<file path="src/rtl/ks_flag_unit_pkg.sv">
// Shared definitions for the ones'-complement result-flag unit:
// FSM state encoding and width-generic constant helpers.
package ks_flag_unit_pkg;

  localparam int unsigned MAX_W = 64;

  typedef enum logic [1:0] {
    ST_IDLE  = 2'd0,
    ST_CHECK = 2'd1,
    ST_FIX   = 2'd2,
    ST_DONE  = 2'd3
  } ks_state_e;

  // Low w bits set; callers cast the result down to their own width.
  function automatic logic [MAX_W-1:0] all_ones(input int unsigned w);
    if (w >= MAX_W) begin
      all_ones = {MAX_W{1'b1}};
    end else begin
      all_ones = (64'd1 << w) - 64'd1;
    end
  endfunction

  function automatic logic [MAX_W-1:0] zero(input int unsigned w);
    zero = (w == 32'd0) ? {MAX_W{1'b0}} : {MAX_W{1'b0}};
  endfunction

endpackage

</file>
<file path="src/rtl/ks_flag_unit_nz_detect.sv">
// Combinational classifier of an (N+1)-bit ones'-complement value:
// -0 (all ones), +0 (all zeros) and the sign bit.
module ks_nz_detect
  import ks_flag_unit_pkg::*;
#(
  parameter int N = 4
) (
  input  logic [N:0] q,
  output logic       is_nz,
  output logic       is_pz,
  output logic       sign
);

  localparam logic [N:0] Q_ALL_ONES = (N+1)'(all_ones(N+1));
  localparam logic [N:0] Q_ZERO     = (N+1)'(zero(N+1));

  assign is_nz = (q == Q_ALL_ONES);
  assign is_pz = (q == Q_ZERO);
  assign sign  = q[N];

endmodule

</file>
<file path="src/rtl/ks_flag_unit.sv">
// Registered result-flag unit: captures the result register, classifies it,
// optionally folds -0 into +0 and tracks -0 events in a sticky flag and counter.
module ks_flag_unit
  import ks_flag_unit_pkg::*;
#(
  parameter int N       = 4,
  parameter int NORM_NZ = 1,
  parameter int CW      = 4
) (
  input  logic          clk,
  input  logic          rst_n,
  input  logic [N:0]    rr,
  input  logic          ld,
  input  logic          clr_sticky,
  output logic          rdy,
  output logic          vld,
  output logic [N:0]    rr_out,
  output logic          fz,
  output logic          fnz,
  output logic          fs,
  output logic          sticky_nz,
  output logic [CW-1:0] nz_cnt
);

  localparam logic [CW-1:0] CNT_MAX = CW'(all_ones(CW));
  localparam logic [CW-1:0] CNT_ONE = CW'(32'd1);
  localparam logic [N:0]    Q_ZERO  = (N+1)'(zero(N+1));

  ks_state_e     state_r;
  ks_state_e     state_nxt_s;
  logic [N:0]    q_r;
  logic          is_nz_s;
  logic          is_pz_s;
  logic          sign_s;
  logic          chk_nz_s;
  logic [N:0]    rr_out_r;
  logic          fz_r;
  logic          fnz_r;
  logic          fs_r;
  logic          sticky_r;
  logic [CW-1:0] cnt_r;
  logic          rdy_r;
  logic          vld_r;

  ks_nz_detect #(.N(N)) u_detect (
    .q     (q_r),
    .is_nz (is_nz_s),
    .is_pz (is_pz_s),
    .sign  (sign_s)
  );

  assign chk_nz_s = (state_r == ST_CHECK) && is_nz_s;

  // Next-state logic; ld outside IDLE is simply not looked at.
  always_comb begin
    state_nxt_s = state_r;
    case (state_r)
      ST_IDLE: begin
        if (ld) begin
          state_nxt_s = ST_CHECK;
        end else begin
          state_nxt_s = ST_IDLE;
        end
      end
      ST_CHECK: begin
        if (is_nz_s && (NORM_NZ != 0)) begin
          state_nxt_s = ST_FIX;
        end else begin
          state_nxt_s = ST_DONE;
        end
      end
      ST_FIX:  state_nxt_s = ST_DONE;
      ST_DONE: state_nxt_s = ST_IDLE;
      default: state_nxt_s = ST_IDLE;
    endcase
  end

  // State register with rdy/vld registered from the next state.
  always_ff @(posedge clk or negedge rst_n) begin
    if (!rst_n) begin
      state_r <= ST_IDLE;
      rdy_r   <= 1'b1;
      vld_r   <= 1'b0;
    end else begin
      state_r <= state_nxt_s;
      rdy_r   <= (state_nxt_s == ST_IDLE);
      vld_r   <= (state_nxt_s == ST_DONE);
    end
  end

  // Capture rr only on an accepted load.
  always_ff @(posedge clk or negedge rst_n) begin
    if (!rst_n) begin
      q_r <= Q_ZERO;
    end else if ((state_r == ST_IDLE) && ld) begin
      q_r <= rr;
    end else begin
      q_r <= q_r;
    end
  end

  // Result and flags move only in CHECK and FIX; fnz is left set by FIX.
  always_ff @(posedge clk or negedge rst_n) begin
    if (!rst_n) begin
      rr_out_r <= Q_ZERO;
      fz_r     <= 1'b0;
      fnz_r    <= 1'b0;
      fs_r     <= 1'b0;
    end else begin
      case (state_r)
        ST_CHECK: begin
          rr_out_r <= q_r;
          fz_r     <= is_pz_s;
          fnz_r    <= is_nz_s;
          fs_r     <= sign_s;
        end
        ST_FIX: begin
          rr_out_r <= Q_ZERO;
          fz_r     <= 1'b1;
          fs_r     <= 1'b0;
        end
        default: begin
          rr_out_r <= rr_out_r;
        end
      endcase
    end
  end

  // Sticky -0 flag and saturating counter; a detection beats a same-cycle clear.
  always_ff @(posedge clk or negedge rst_n) begin
    if (!rst_n) begin
      sticky_r <= 1'b0;
      cnt_r    <= {CW{1'b0}};
    end else if (chk_nz_s) begin
      sticky_r <= 1'b1;
      if (clr_sticky) begin
        cnt_r <= CNT_ONE;
      end else if (cnt_r == CNT_MAX) begin
        cnt_r <= cnt_r;
      end else begin
        cnt_r <= cnt_r + CNT_ONE;
      end
    end else if (clr_sticky) begin
      sticky_r <= 1'b0;
      cnt_r    <= {CW{1'b0}};
    end else begin
      sticky_r <= sticky_r;
    end
  end

  assign rdy       = rdy_r;
  assign vld       = vld_r;
  assign rr_out    = rr_out_r;
  assign fz        = fz_r;
  assign fnz       = fnz_r;
  assign fs        = fs_r;
  assign sticky_nz = sticky_r;
  assign nz_cnt    = cnt_r;

endmodule

</file>
<file path="config.mk">
export PLATFORM = sky130hd
export DESIGN_NAME = ks_flag_unit
export DESIGN_NICKNAME = d
export VERILOG_FILES = /design/src/rtl/ks_flag_unit_pkg.sv /design/src/rtl/ks_flag_unit_nz_detect.sv /design/src/rtl/ks_flag_unit.sv
export SDC_FILE = /design/constraint.sdc
export NUM_CORES = 1
export LEC_CHECK = 0
export BUFFER_PORTS_ARGS = -buffer_cell sky130_fd_sc_hd__buf_2
export CORE_ASPECT_RATIO = 0.7
export CORE_UTILIZATION = 30
export DETAILED_ROUTE_END_ITERATION = 7
export PLACE_DENSITY = 0.49
export SYNTH_ARGS = -nofsm -noshare
export SYNTH_HDL_FRONTEND = slang
export SYNTH_HIERARCHICAL = 1
export SYNTH_SLANG_ARGS = --single-unit
</file>
<file path="constraint.sdc">
create_clock -name clk -period 1.45 [get_ports clk]
set_input_delay 0.435 -clock clk [delete_from_list [all_inputs] [get_ports clk]]
set_output_delay 0.435 -clock clk [all_outputs]
set_load 0.02 [all_outputs]
</file>
==> flow_summary.ini <==
[global_routing]
antenna_found_initial = 0
grt_pass1_wl_um = 3280
grt.overflow.total = 0
grt_pass1_vias = 669
grt.total_usage = 0.122
grt_max_degree = 23

[yosys]
synth_seq_cells = 22
synth.cell_area_sq_um = 992
synth_cell_types = 25
yosys_warnings = 6
synth_nets = 102
synth_top_family_by_area = simple AND/OR/NAND/NOR gates
syn_avg_cell_area_sq_um = 11.3
yosys.area_share.simple = 0.166
ys_seq_area_frac = 0.556
synth_mux_area_frac = 0.0668
synth-compound-area-share = 0.0933
synth_cells = 88
synth_xor_area_frac = 0
synth_fa_ha_area_frac = 0.0631

[clocking]
hold_buffers = 0
h-tree-depth = 1
cts_tree = yes
clk_path_buf_depth = 2
cts.sinks = 22
clk_latency_ps = 260
cts_inserted_buffers = 3
cts.clk_slew.worst_paths_ps = 80
postCtsResizedCells = 1
post_cts_buffers = 0
clockRootBuffer = clkbuf_8

[floorplanning]
die_area_sq_um = 3540
die_w_um = 70.7
start_util = 0.315
die_h_um = 50.1
core_area_sq_um = 3150
io_pins = 24
rows = 17

[worst_setup_path]
critPathLaunchType = register
worstRegToRegCells = 5
crit_path_max_fanout = 6
cp-end-kind = output port
critPathTopFamily = flip-flops
crit_chain = buf_2
path_buf_inv = 1
reg2reg_from = state_r[1]
critPathMaxStageDelay_ps = 480
cp-startpoint = nz_cnt[2]
crit_slowest_cell = dfrtp_1
worstPathArrival_ps = 950
path_class = register to output port
cp_num_cells = 1
required_ps = 1020

[route]
num_vias = 698
remaining_drc_errors = 4
wl_per_cell_um = 12.3
dr.pass1.iters = 5
viasPerCell = 4.53
ant_nets = 0
drtIter0Drc = 31
wl_um = 1900

[min_path]
hp-class = input pin to async pin

[final_layout]
insertedDiodeCount = 0
nFillCells = 329
syn_to_final_growth_pct = 24.3
fin_nets = 131
final_common_cell = buf_2
multi_input_area_sq_um = 409
drive_gt1_frac = 0.371
regArea_sq_um = 553
final_cell_mix = buf_2, dfrtp_1, inv_1
final_util = 0.392
final_cells = 154

[timing]
min_period_ps = 1380
setup_viol = 0
worst_pin_slew_ps = 496
skew_ps = 7.53
rsz0062_at_grt = false
period_share = 0.954
worst_slack_ps = 67.2
finalMaxSlewViolations = 0
fmax_mhz = 723
timing.hold.ws_ps = 129
hold_violations = 0
relSlewSlack = 0.669

[status]
status = finished with violations
violations = design-rule violations

[placement]
gp_congestion = 0.760
portBuffers = 23
placedCellCount = 150
hpwl_um = 1380
place_ws_ps = -10.8

[pwr]
ir_drop_mv = 0.662
p_leak_nw = 0.593
power-per-cell-area_nw_per_um2 = 1970

[run]
maxCapViolCount = 0
==> flip-flops by register name (all words and copies together), names as in the netlist <==
| name | cells |
|---|---|
| q_r | 5 |
| rr_out | 5 |
| nz_cnt | 4 |
| state_r | 2 |
| fnz | 1 |
| fs | 1 |
| fz | 1 |
| rdy | 1 |
| sticky_nz | 1 |
| vld | 1 |
==> metal layers <==
| metal | up-vias | global-route usage | wire length (um) |
|---|---|---|---|
| li1 | 357 | - | - |
| met1 | 324 | 0.177 | 1060 |
| met2 | 15 | 0.167 | 737 |
| met3 | 2 | 0.0491 | 86 |
| met4 | 0 | 0.0300 | 13 |
| met5 | - | 0 | 0 |
==> cell families after synthesis <==
kind of cell	Yosys count
compound gates	15
fa+ha+maj	5
buf+inv	13
flops	22
mux	6
simple gates	27
==> per-stage QoR <==
stage	TNS (ps)	cell area, sq um	power, mW
finish	0	1230	2.44
CTS	0	1220	2.46
global route	0	1230	2.65
global placement	0	1160	2.05
detailed placement	-10.8	1160	2.06
floorplan	0	992	1.75
==> synthesized netlist by cell type <==
| cell type | count | area share |
|---|---|---|
| and3_1 | 1 | 0.0063 |
| nor3_1 | 2 | 0.010 |
| and4bb_2 | 2 | 0.025 |
| buf_4 | 1 | 0.0076 |
| mux2i_1 | 1 | 0.010 |
| nor2_1 | 5 | 0.019 |
| a311o_2 | 1 | 0.011 |
| o21ai_0 | 8 | 0.040 |
| ha_1 | 5 | 0.063 |
| dfrtp_1 | 21 | 0.53 |
| a21oi_1 | 1 | 0.0050 |
| o311ai_1 | 1 | 0.0088 |
| or4_1 | 1 | 0.0076 |
| nor2b_1 | 1 | 0.0063 |
| nand2b_1 | 3 | 0.019 |
| buf_2 | 1 | 0.0050 |
| a31oi_1 | 3 | 0.019 |
| nand3_1 | 2 | 0.010 |
| inv_1 | 11 | 0.042 |
| and2_1 | 1 | 0.0063 |
| nand2_1 | 3 | 0.011 |
| dfstp_2 | 1 | 0.026 |
| nand3b_1 | 6 | 0.045 |
| mux2_2 | 5 | 0.057 |
| o31a_1 | 1 | 0.0088 |
==> path summary, 6_finish.rpt <==
| kind | slack (ps) | endpoint |
|---|---|---|
| setup / recovery | 70 | nz_cnt[2] |
| hold / removal | 130 | nz_cnt[0] |
| setup reg to reg | 120 | nz_cnt[0] |
| hold reg to reg | 510 | fnz |
| max in group asynchronous | 960 | rdy |
| min in group clk | 400 | q_r[3] |
==> power by group <==
group / switching (mW) / internal (mW)
clock: 0.194 / 0.196
sequential: 0.135 / 0.861
combinational: 0.610 / 0.441
total: 0.939 / 1.50
==> area by class of cell <==
| class | count | area share |
|---|---|---|
| Sequential cell | 22 | 0.448 |
| Timing Repair Buffer | 26 | 0.112 |
| Clock buffer | 4 | 0.0365 |
| Tap cell | 38 | 0.0385 |
| Inverter | 11 | 0.0335 |
| Multi-Input combinational cell | 53 | 0.332 |
Power figures use the tool's default switching activity.
